--- src/rtl/mips_pkg.sv ---
// Shared MIPS core definitions: ALU control codes, opcodes and the memory-arbiter
// state encoding with its default fetch-starvation limit.
package mips_pkg;

    localparam logic [3:0] ALU_AND = 4'b0000;
    localparam logic [3:0] ALU_OR  = 4'b0001;
    localparam logic [3:0] ALU_ADD = 4'b0010;
    localparam logic [3:0] ALU_SUB = 4'b0110;
    localparam logic [3:0] ALU_SLT = 4'b0111;
    localparam logic [3:0] ALU_NOR = 4'b1100;

    localparam logic [5:0] OP_RTYPE = 6'h00;
    localparam logic [5:0] OP_J     = 6'h02;
    localparam logic [5:0] OP_BEQ   = 6'h04;
    localparam logic [5:0] OP_ADDI  = 6'h08;
    localparam logic [5:0] OP_LW    = 6'h23;
    localparam logic [5:0] OP_SW    = 6'h2B;

    // Consecutive data grants tolerated while a fetch waits.
    localparam int MEM_ARB_MAX_D_STREAK = 4;

    typedef enum logic [1:0] {
        IDLE   = 2'd0,
        BUSY_I = 2'd1,
        BUSY_D = 2'd2,
        RESP   = 2'd3
    } arb_state_e;

endpackage

--- src/rtl/mem_arbiter.sv ---
// Single-port memory arbiter between instruction fetch and data access. Data wins
// collisions until MAX_D_STREAK consecutive data grants have starved a pending fetch.
module mem_arbiter
    import mips_pkg::*;
#(
    parameter int ADDR_W       = 32,
    parameter int DATA_W       = 32,
    parameter int MAX_D_STREAK = MEM_ARB_MAX_D_STREAK
) (
    input  logic              clk,
    input  logic              rst,
    input  logic              if_req,
    input  logic [ADDR_W-1:0] if_addr,
    input  logic              if_flush,
    output logic              if_ack,
    output logic [DATA_W-1:0] if_rdata,
    input  logic              d_req,
    input  logic              d_we,
    input  logic [ADDR_W-1:0] d_addr,
    input  logic [DATA_W-1:0] d_wdata,
    output logic              d_ack,
    output logic [DATA_W-1:0] d_rdata,
    output logic              if_stall,
    output logic              d_stall,
    output logic              mem_req,
    output logic              mem_we,
    output logic [ADDR_W-1:0] mem_addr,
    output logic [DATA_W-1:0] mem_wdata,
    input  logic              mem_ready,
    input  logic [DATA_W-1:0] mem_rdata
);

    localparam int                  STREAK_W   = $clog2(MAX_D_STREAK + 1);
    localparam logic [STREAK_W-1:0] STREAK_MAX = STREAK_W'(MAX_D_STREAK);

    arb_state_e          state_q, state_d;
    logic [STREAK_W-1:0] streak_q, streak_d;
    logic                is_data_q, is_data_d;
    logic                cancel_q, cancel_d;
    logic                mem_we_q, mem_we_d;
    logic [ADDR_W-1:0]   mem_addr_q, mem_addr_d;
    logic [DATA_W-1:0]   mem_wdata_q, mem_wdata_d;
    logic [DATA_W-1:0]   if_rdata_q, if_rdata_d;
    logic [DATA_W-1:0]   d_rdata_q, d_rdata_d;
    logic                fetch_ok;
    logic                grant_i;
    logic                grant_d;

    always_comb begin
        // NOTE: every signal gets a default before the case so no path can infer a latch.
        state_d     = state_q;
        streak_d    = streak_q;
        is_data_d   = is_data_q;
        cancel_d    = cancel_q;
        mem_we_d    = mem_we_q;
        mem_addr_d  = mem_addr_q;
        mem_wdata_d = mem_wdata_q;
        if_rdata_d  = if_rdata_q;
        d_rdata_d   = d_rdata_q;
        grant_i     = 1'b0;
        grant_d     = 1'b0;
        fetch_ok    = if_req & ~if_flush;

        unique case (state_q)
            IDLE: begin
                if (d_req && !(fetch_ok && streak_q == STREAK_MAX)) begin
                    grant_d = 1'b1;
                end else if (fetch_ok) begin
                    grant_i = 1'b1;
                end
            end
            BUSY_I: begin
                // A flush cannot abort the backend, so it only hides the coming ack.
                if (if_flush) begin
                    cancel_d = 1'b1;
                end
                if (mem_ready) begin
                    if_rdata_d = mem_rdata;
                    state_d    = RESP;
                end
            end
            BUSY_D: begin
                if (mem_ready) begin
                    d_rdata_d = mem_rdata;
                    state_d   = RESP;
                end
            end
            RESP: begin
                state_d = IDLE;
            end
            default: begin
                state_d = IDLE;
            end
        endcase

        if (grant_d) begin
            state_d     = BUSY_D;
            is_data_d   = 1'b1;
            cancel_d    = 1'b0;
            mem_we_d    = d_we;
            mem_addr_d  = d_addr;
            mem_wdata_d = d_wdata;
        end else if (grant_i) begin
            state_d     = BUSY_I;
            is_data_d   = 1'b0;
            cancel_d    = 1'b0;
            mem_we_d    = 1'b0;
            mem_addr_d  = if_addr;
            mem_wdata_d = '0;
        end

        // The streak only measures starvation of a fetch that is actually waiting.
        if (!if_req || grant_i) begin
            streak_d = '0;
        end else if (grant_d && streak_q != STREAK_MAX) begin
            streak_d = streak_q + 1'b1;
        end
    end

    always_ff @(posedge clk or posedge rst) begin
        if (rst) begin
            state_q     <= IDLE;
            streak_q    <= '0;
            is_data_q   <= 1'b0;
            cancel_q    <= 1'b0;
            mem_we_q    <= 1'b0;
            mem_addr_q  <= '0;
            mem_wdata_q <= '0;
            if_rdata_q  <= '0;
            d_rdata_q   <= '0;
        end else begin
            // NOTE: non-blocking assignments keep every flop sampling pre-edge values.
            state_q     <= state_d;
            streak_q    <= streak_d;
            is_data_q   <= is_data_d;
            cancel_q    <= cancel_d;
            mem_we_q    <= mem_we_d;
            mem_addr_q  <= mem_addr_d;
            mem_wdata_q <= mem_wdata_d;
            if_rdata_q  <= if_rdata_d;
            d_rdata_q   <= d_rdata_d;
        end
    end

    assign mem_req   = (state_q == BUSY_I) || (state_q == BUSY_D);
    assign mem_we    = (state_q == BUSY_D) && mem_we_q;
    assign mem_addr  = mem_addr_q;
    assign mem_wdata = mem_wdata_q;
    assign if_ack    = (state_q == RESP) && !is_data_q && !cancel_q;
    assign d_ack     = (state_q == RESP) && is_data_q;
    assign if_rdata  = if_rdata_q;
    assign d_rdata   = d_rdata_q;
    assign if_stall  = if_req & ~if_ack;
    assign d_stall   = d_req & ~d_ack;

endmodule

--- config.mk ---
export PLATFORM = sky130hd
export DESIGN_NAME = mem_arbiter
export DESIGN_NICKNAME = d
export VERILOG_FILES = /design/src/rtl/mips_pkg.sv /design/src/rtl/mem_arbiter.sv
export SDC_FILE = /design/constraint.sdc
export NUM_CORES = 1
export LEC_CHECK = 0
export ABC_AREA = 1
export ABC_CLOCK_PERIOD_IN_PS = 8600
export CORE_MARGIN = 2
export CORE_UTILIZATION = 44
export CTS_CLUSTER_SIZE = 40
export DETAILED_ROUTE_END_ITERATION = 16
export PLACE_DENSITY = 0.92
export SYNTH_ARGS = -nofsm -noshare
export SYNTH_HDL_FRONTEND = slang
export SYNTH_SLANG_ARGS = --single-unit
export TNS_END_PERCENT = 30
--- constraint.sdc ---
create_clock -name clk -period 8.6 [get_ports clk]
set_input_delay 0.86 -clock clk [delete_from_list [all_inputs] [get_ports clk]]
set_output_delay 0.86 -clock clk [all_outputs]
set_load 0.1 [all_outputs]
After elaboration in Yosys (flattened, before gate mapping)
Cells that the tools add are included.
{ "totals": {"regBits": 136, "memories": 0, "input_bits": 135, "word_cells": 68, "mem_bits_rw": 0, "latch_bits": 0, "out_inout_bits": 134, "rom_bits": 0} }
{ "op_classes": {"n_reduce_logical": 24, "bitwise_logic": 6, "div": 0, "eq_ne": 6, "n_lt_le_gt_ge": 0, "shifts": 0, "muxes": 22, "n_mul": 0, "add_sub_neg": 1} }
{ "ops": {"columns": ["cell", "n"], "rows": [
  ["$mux 32", 4],
  ["$mux 1", 12],
  ["$reduce_and 2->1", 4],
  ["$logic_and 1x1->1", 7],
  ["$mux 2", 3],
  ["$mux 3", 2],
  ["$reduce_bool 3->1", 2],
  ["$eq 2x2->1 const B", 2],
  ["$logic_not 1->1", 4],
  ["$ne 4x1->1 const B", 1],
  ["$pmux 2 s2", 1],
  ["$reduce_bool 2->1", 2],
  ["$reduce_bool 4->1", 1],
  ["$add 3x1->3 const B", 1],
  ["$and 1x1->1", 3],
  ["$eq 3x3->1 const B", 1],
  ["$ne 3x3->1 const B", 1],
  ["$not 1->1", 3],
  ["$eq 2x1->1 const B", 1],
  ["$logic_not 2->1", 1],
  ["$logic_or 1x1->1", 2],
  ["$reduce_or 2->1", 1]
]} }

Logic depth before layout (Yosys ltp)
Gate-level depths: netlist of the first run.
{ "depth": {"ltp_word": 10, "ltp_mapped": 11, "mapped_depth_nobuf": 9} }

Least setup slack after synthesis of the first run
OpenSTA, ideal clock, no wires.
{ "synth_timing": {"path_kind": "register to output", "from": "reg state_q[0]", "to": "out if_stall", "arrival_ns": 3.555, "slack_ns": 4.185, "path_stages_with_launch": 5, "cell_sequence": "dfrtp_1 ha_1 nor3b_1 or2_2 inv_1"} }
{ "synth_between": {"elab_chain_cells": 5} }
{ "synth_lines": {"columns": ["item", "line", "source"], "rows": [
  ["start, declared", "mem_arbiter.sv:36", "arb_state_e state_q, state_d;"],
  ["start signal, assigned", "mem_arbiter.sv:133", "state_q <= state_d;"],
  ["$eq 2x2->1", "mem_arbiter.sv:149", "assign if_ack = (state_q == RESP) && !is_data_q && !cancel_q;"],
  ["$logic_and 1x1->1 (2 in series)", "mem_arbiter.sv:149", null],
  ["named net if_ack", "mem_arbiter.sv:15", "output logic if_ack,"],
  ["$not 1->1", "mem_arbiter.sv:153", "assign if_stall = if_req & ~if_ack;"],
  ["$and 1x1->1", "mem_arbiter.sv:153", null],
  ["end, declared", "mem_arbiter.sv:23", "output logic if_stall,"]
]} }
The timed path passes the listed nets, and every way through them passes these cells.

Worst setup path in the final report of the first run
{ "layout_timing": {"from": "in if_req", "to": "out if_stall"} }
{ "layout_between": {"elab_chain_cells": 1} }
{ "layout_lines": {"columns": ["item", "line", "source"], "rows": [
  ["start, declared", "mem_arbiter.sv:12", "input logic if_req,"],
  ["$and 1x1->1", "mem_arbiter.sv:153", null]
]} }
Every way passes these cells.

==> out/qor.yml, run 1 <==
timing:
  finalSetupTns_ns: 0
  finalCritPeriodShare_pct: 44.55
  drv_slew: 0
  skew_ns: 0.004867
  fmax_mhz: 261.0
  slew_headroom_pct: 27.08
  setup-violations-final: 0
  rsz0062_at_grt: "false"
  period_minus_slack_ns: 3.831
  hold_viol: 0
  worst_pin_slew_ns: 1.094
detailed_routing:
  routed-via-count: 5344
  dr.pass1.iters: 6
  drc_errors: 0
  wl_um: 16320
  ant_nets: 0
  initialDrtViolationCount: 434
  avgViaCountPerCell: 5.023
  wire_per_inst_um: 15.34
synthesis:
  syn_inst: 628
  yosysWarnings: 0
  ys_seq_elements: 136
  synth_cell_types: 20
  synth_ff_type: "dfrtp_1"
  syn_area_um2: 5637
  synthArstFlopShare_pct: 100.0
  yosysSeqAreaShare_pct: 60.38
  synth_edf_count: 0
  syn_nets: 769
  synth_area_per_cell_um2: 8.976
floorplanning:
  core_um2: 12570
  dieWidth_um: 117.2
  die_h_um: 117.2
  num_rows: 41
  io_pins: 269
  die_area_um2: 13730
  start_util_pct: 44.85
worst_setup_path:
  worstPathRequired_ns: 7.74
  start_kind: "input pin"
  end_kind: "output port"
  cp.arrival_ns: 2.97
  cp_top_family: "buffers and inverters"
  cp_slowest_cell: "clkdlybuf4s50_1"
  path_buf_inv: 4
  crit_top_cell: "clkdlybuf4s50_1"
  path_max_fanout: 5
  worstSetupPathType: "input pin to output port"
  slowest_delay_ns: 1.13
  worstPathCellList: "clkdlybuf4s50_1 > inv_2 > or2_2 > inv_1 > clkdlybuf4s50_1"
placed_design:
  port_buffers: 268
  gp_congestion: 0.7790
  dpl_cell_area_um2: 8384
  dp_hpwl_um: 11350
cts:
  cts_setup_buffers: 0
  ctsHtreeMaxLevel: 4
  clk_path_buf_depth: 2
  cts_buffers: 17
  post_cts_resized: 0
  clk_latency_ns: 0.41
  cts_hold_buf: 0
  root_buffer: "clkbuf_16"
  cts_tree: "done"
  cts.sinks: 136
  clk_pin_slew_ns: 0.06
final_layout:
  area_growth_pct: 59.29
  diodes: 0
  finalNetCount: 1021
  layout-drive-gt1-share_pct: 4.933
  fin_area_um2: 8979
global_routing:
  grt_first_pass_wirelength_um: 25030
  track_usage_pct: 23.75
  grt_pass1_vias: 5202
  grt.overflow.total: 0
  grt_max_degree: 74
  antenna_found_initial: 0
job:
  cap_violations: 0
outcome:
  status: "finished, final reports clean"
hold_path:
  min_path_type: "register to register"
## state kept, by name, indices dropped and copies added (netlist names)
signal,count
d_rdata,32
if_rdata,32
mem_addr,32
mem_wdata,32
streak_q,3
state_q,2
cancel_q,1
is_data_q,1
mem_we_q,1
## through the flow
stage	hold slack, ns	util (%)	worst slack [ns]	std cells
after detailed placement	0.4736	66.71	4.774	1033
after global placement	0.4641	66.71	4.797	1033
final	0.4817	71.44	4.769	1064
after floorplan	0.4690	-	4.101	628
after CTS	0.4876	71.44	4.774	1064
after global routing	0.5103	71.44	4.718	1064
## cells by family after synthesis
family,Yosys count,share of synthesized area [%]
adder cells (fa/ha/maj),6,1.332
AND/OR/NAND/NOR,327,25.11
flip-flops,136,60.38
AO/OA/AOI/OAI,70,6.282
buffers and inverters,88,6.748
XOR/XNOR,1,0.1554
## layout by cell type (no fill, tap or decap), types with 2 or more instances in the layout
master and count:
buf_4 5, nand3_1 130, inv_2 2, nor2_1 3, dfrtp_1 136, clkdlybuf4s50_1 268
inv_1 45, nand2_1 183, ha_1 6, clkinv_2 2, nand2_2 3, clkinvlp_4 4
nand4_1 4, bufinv_16 3, a21oi_1 3, clkbuf_1 2, inv_6 2, o21ai_0 66
clkbuf_16 17
## cell type report
type / instances / area [um^2]
clock buffer: 20 / 446.7
clock inverter: 11 / 147.6
fill: 877 / 3590
inverter: 48 / 185.2
multi-input combinational: 404 / 1861
sequential: 136 / 3403
tap: 172 / 215.2
timing repair buffer: 273 / 2720
## path summary, 6_finish.rpt
| check | slack (ns) | from | depth (start not counted) | end |
|---|---|---|---|---|
| min reg2reg | 0.48 | d_rdata[6] | 2 | d_rdata[6] |
| max | 4.77 | if_req | 5 | if_stall |
| max in group asynchronous | 6.40 | rst | 3 | d_rdata[26] |
| min | 0.48 | d_rdata[6] | 2 | d_rdata[6] |
| max reg2reg | 6.25 | state_q[0] | 7 | mem_addr[29] |
| min in group asynchronous | 0.90 | rst | 2 | mem_wdata[1] |
## tightest hold or removal path, stage by stage (launching register included)
cell	delay [ns]
dfrtp_1	0.34
nand2_1	0.05
o21ai_0	0.05
## per-layer routing
layer	global-route usage [%]	wire, um
met5	0	0
met4	9.412	364
met3	9.269	1700
met2	40.88	8142
met1	26.47	6113
## synth_stat cells (all sizes together) (4+ instances only)
master / n / area share, %
buf: 19 / 2.2
dfrtp: 136 / 60
clkbuf: 21 / 1.4
a21oi: 4 / 0.42
nand4: 4 / 0.44
ha: 6 / 1.3
nor2: 4 / 0.31
o21ai: 66 / 5.9
inv: 48 / 3.2
nand3: 131 / 12
nand2: 186 / 12
Power of run 1 is not shown: default switching activity piles up to over one toggle a cycle in this logic, so the estimate is an artifact.
==> inputs of run 2 (changes only) <==
ABC_CLOCK_PERIOD_IN_PS = 3900   (was 8600)
CORE_UTILIZATION = 41   (was 44)
PLACE_DENSITY = 0.86   (was 0.92)
clock period = 3.9 ns   (was 8.6 ns; I/O delays follow)
==> out/qor.yml, run 2 (synthesis results as in run 1) <==
global_routing:
  antenna_found_initial: 0
  track_usage_pct: 22.68
  grt_pass1_vias: 5145
  grt_first_pass_wirelength_um: 25850
  grt_max_degree: 73
  grt.overflow.total: 0
worst_setup_path:
  start_kind: "register"
  worstPathRequired_ns: 3.51
  cp.arrival_ns: 2.52
  critical_path.startpoint: "state_q[1]"
  cp_slowest_cell: "clkdlybuf4s50_1"
  rr_startpoint: "state_q[0]"
  regToRegSetupSlack_ns: 1.54
  worstSetupPathType: "register to output port"
  end_kind: "output port"
  worstPathCellList: "ha_1 > nor3b_1 > clkdlybuf4s50_1"
  path_max_fanout: 5
  slowest_delay_ns: 1.20
cts:
  cts_setup_buffers: 0
  cts_buffers: 17
  clk_latency_ns: 0.41
  cts.sinks: 136
  cts_tree: "done"
  root_buffer: "clkbuf_16"
  clk_pin_slew_ns: 0.06
  post_cts_resized: 0
  cts_hold_buf: 0
  ctsHtreeMaxLevel: 4
  clk_path_buf_depth: 2
detailed_routing:
  avgViaCountPerCell: 4.920
  ant_nets: 0
  initialDrtViolationCount: 274
  dr.pass1.iters: 4
  wire_per_inst_um: 15.32
  routed-via-count: 5260
  drc_errors: 0
  wl_um: 16370
timing:
  period_minus_slack_ns: 2.910
  setup-violations-final: 0
  worst_pin_slew_ns: 1.131
  fmax_mhz: 343.6
  skew_ns: 0.005801
  drv_slew: 0
  rsz0062_at_grt: "false"
  slew_headroom_pct: 24.57
  finalCritPeriodShare_pct: 74.62
  hold_viol: 0
floorplanning:
  dieWidth_um: 121.3
  num_rows: 42
  die_h_um: 121.3
  io_pins: 269
  start_util_pct: 42.23
  core_um2: 13350
  die_area_um2: 14700
placed_design:
  port_buffers: 268
  dpl_cell_area_um2: 8411
  dp_hpwl_um: 11230
  gp_congestion: 0.7542
final_layout:
  layout-drive-gt1-share_pct: 5.487
  final_cell_mix: "clkdlybuf4s50_1, nand2_1, dfrtp_1, nand3_1, o21ai_0"
  final_common_cell: "clkdlybuf4s50_1"
  fin_area_um2: 8996
  diodes: 0
  area_growth_pct: 59.60
  finalNetCount: 1023
hold_path:
  min_path_type: "register to register"
  hold_start: "d_rdata[2]"
job:
  cap_violations: 0
outcome:
  status: "finished, final reports clean"
-- run 2: final cells by class --
type | instances | area [um^2]
clock buffers | 20 | 466.7
flip-flops and latches | 136 | 3403
fillers | 1034 | 4352
well taps | 176 | 220.2
repair buffers | 275 | 2743
multi-input cells | 404 | 1861
inverters | 48 | 183.9
clock inverters | 10 | 118.9
-- run 2: through the flow --
stage / setup slack, ns / util (%) / hold slack, ns / std cells / TNS (ns)
after global placement: 1.484 / 63.01 / 0.4661 / 1039 / 0
after floorplan: -0.04510 / - / 0.4690 / 628 / -0.04510
after CTS: 0.9814 / 67.40 / 0.4866 / 1069 / 0
after global routing: 0.8644 / 67.40 / 0.4932 / 1069 / 0
final: 0.9896 / 67.40 / 0.4826 / 1069 / 0
after detailed placement: 1.437 / 63.01 / 0.4721 / 1039 / 0
-- run 2: layer usage --
| metal | GRT usage (%) | share of wire, % | routed length (um) |
|---|---|---|---|
| met1 | 26.38 | 39 | 6453 |
| met2 | 38.10 | 49 | 8015 |
| met4 | 8.118 | 1.8 | 290 |
| met3 | 8.835 | 9.9 | 1614 |
| met5 | 0 | 0 | 0 |
-- run 2: path summary, 6_finish.rpt --
kind	cells after the start	to
worst max-delay path	3	if_ack
max in group asynchronous	3	is_data_q
min in group asynchronous	2	d_rdata[6]
worst max register to register	7	mem_addr[7]
worst min-delay path	2	d_rdata[2]
worst min register to register	2	d_rdata[2]
-- run 2: critical path: cells and delay by family (launching register included) --
family                   cells  cell delay, ns
adder cells (fa/ha/maj)      1            0.25
buffers and inverters        1            1.20
flip-flops                   1            0.40
AND/OR/NAND/NOR              1            0.26
Power of run 2 is left out for the same reason.
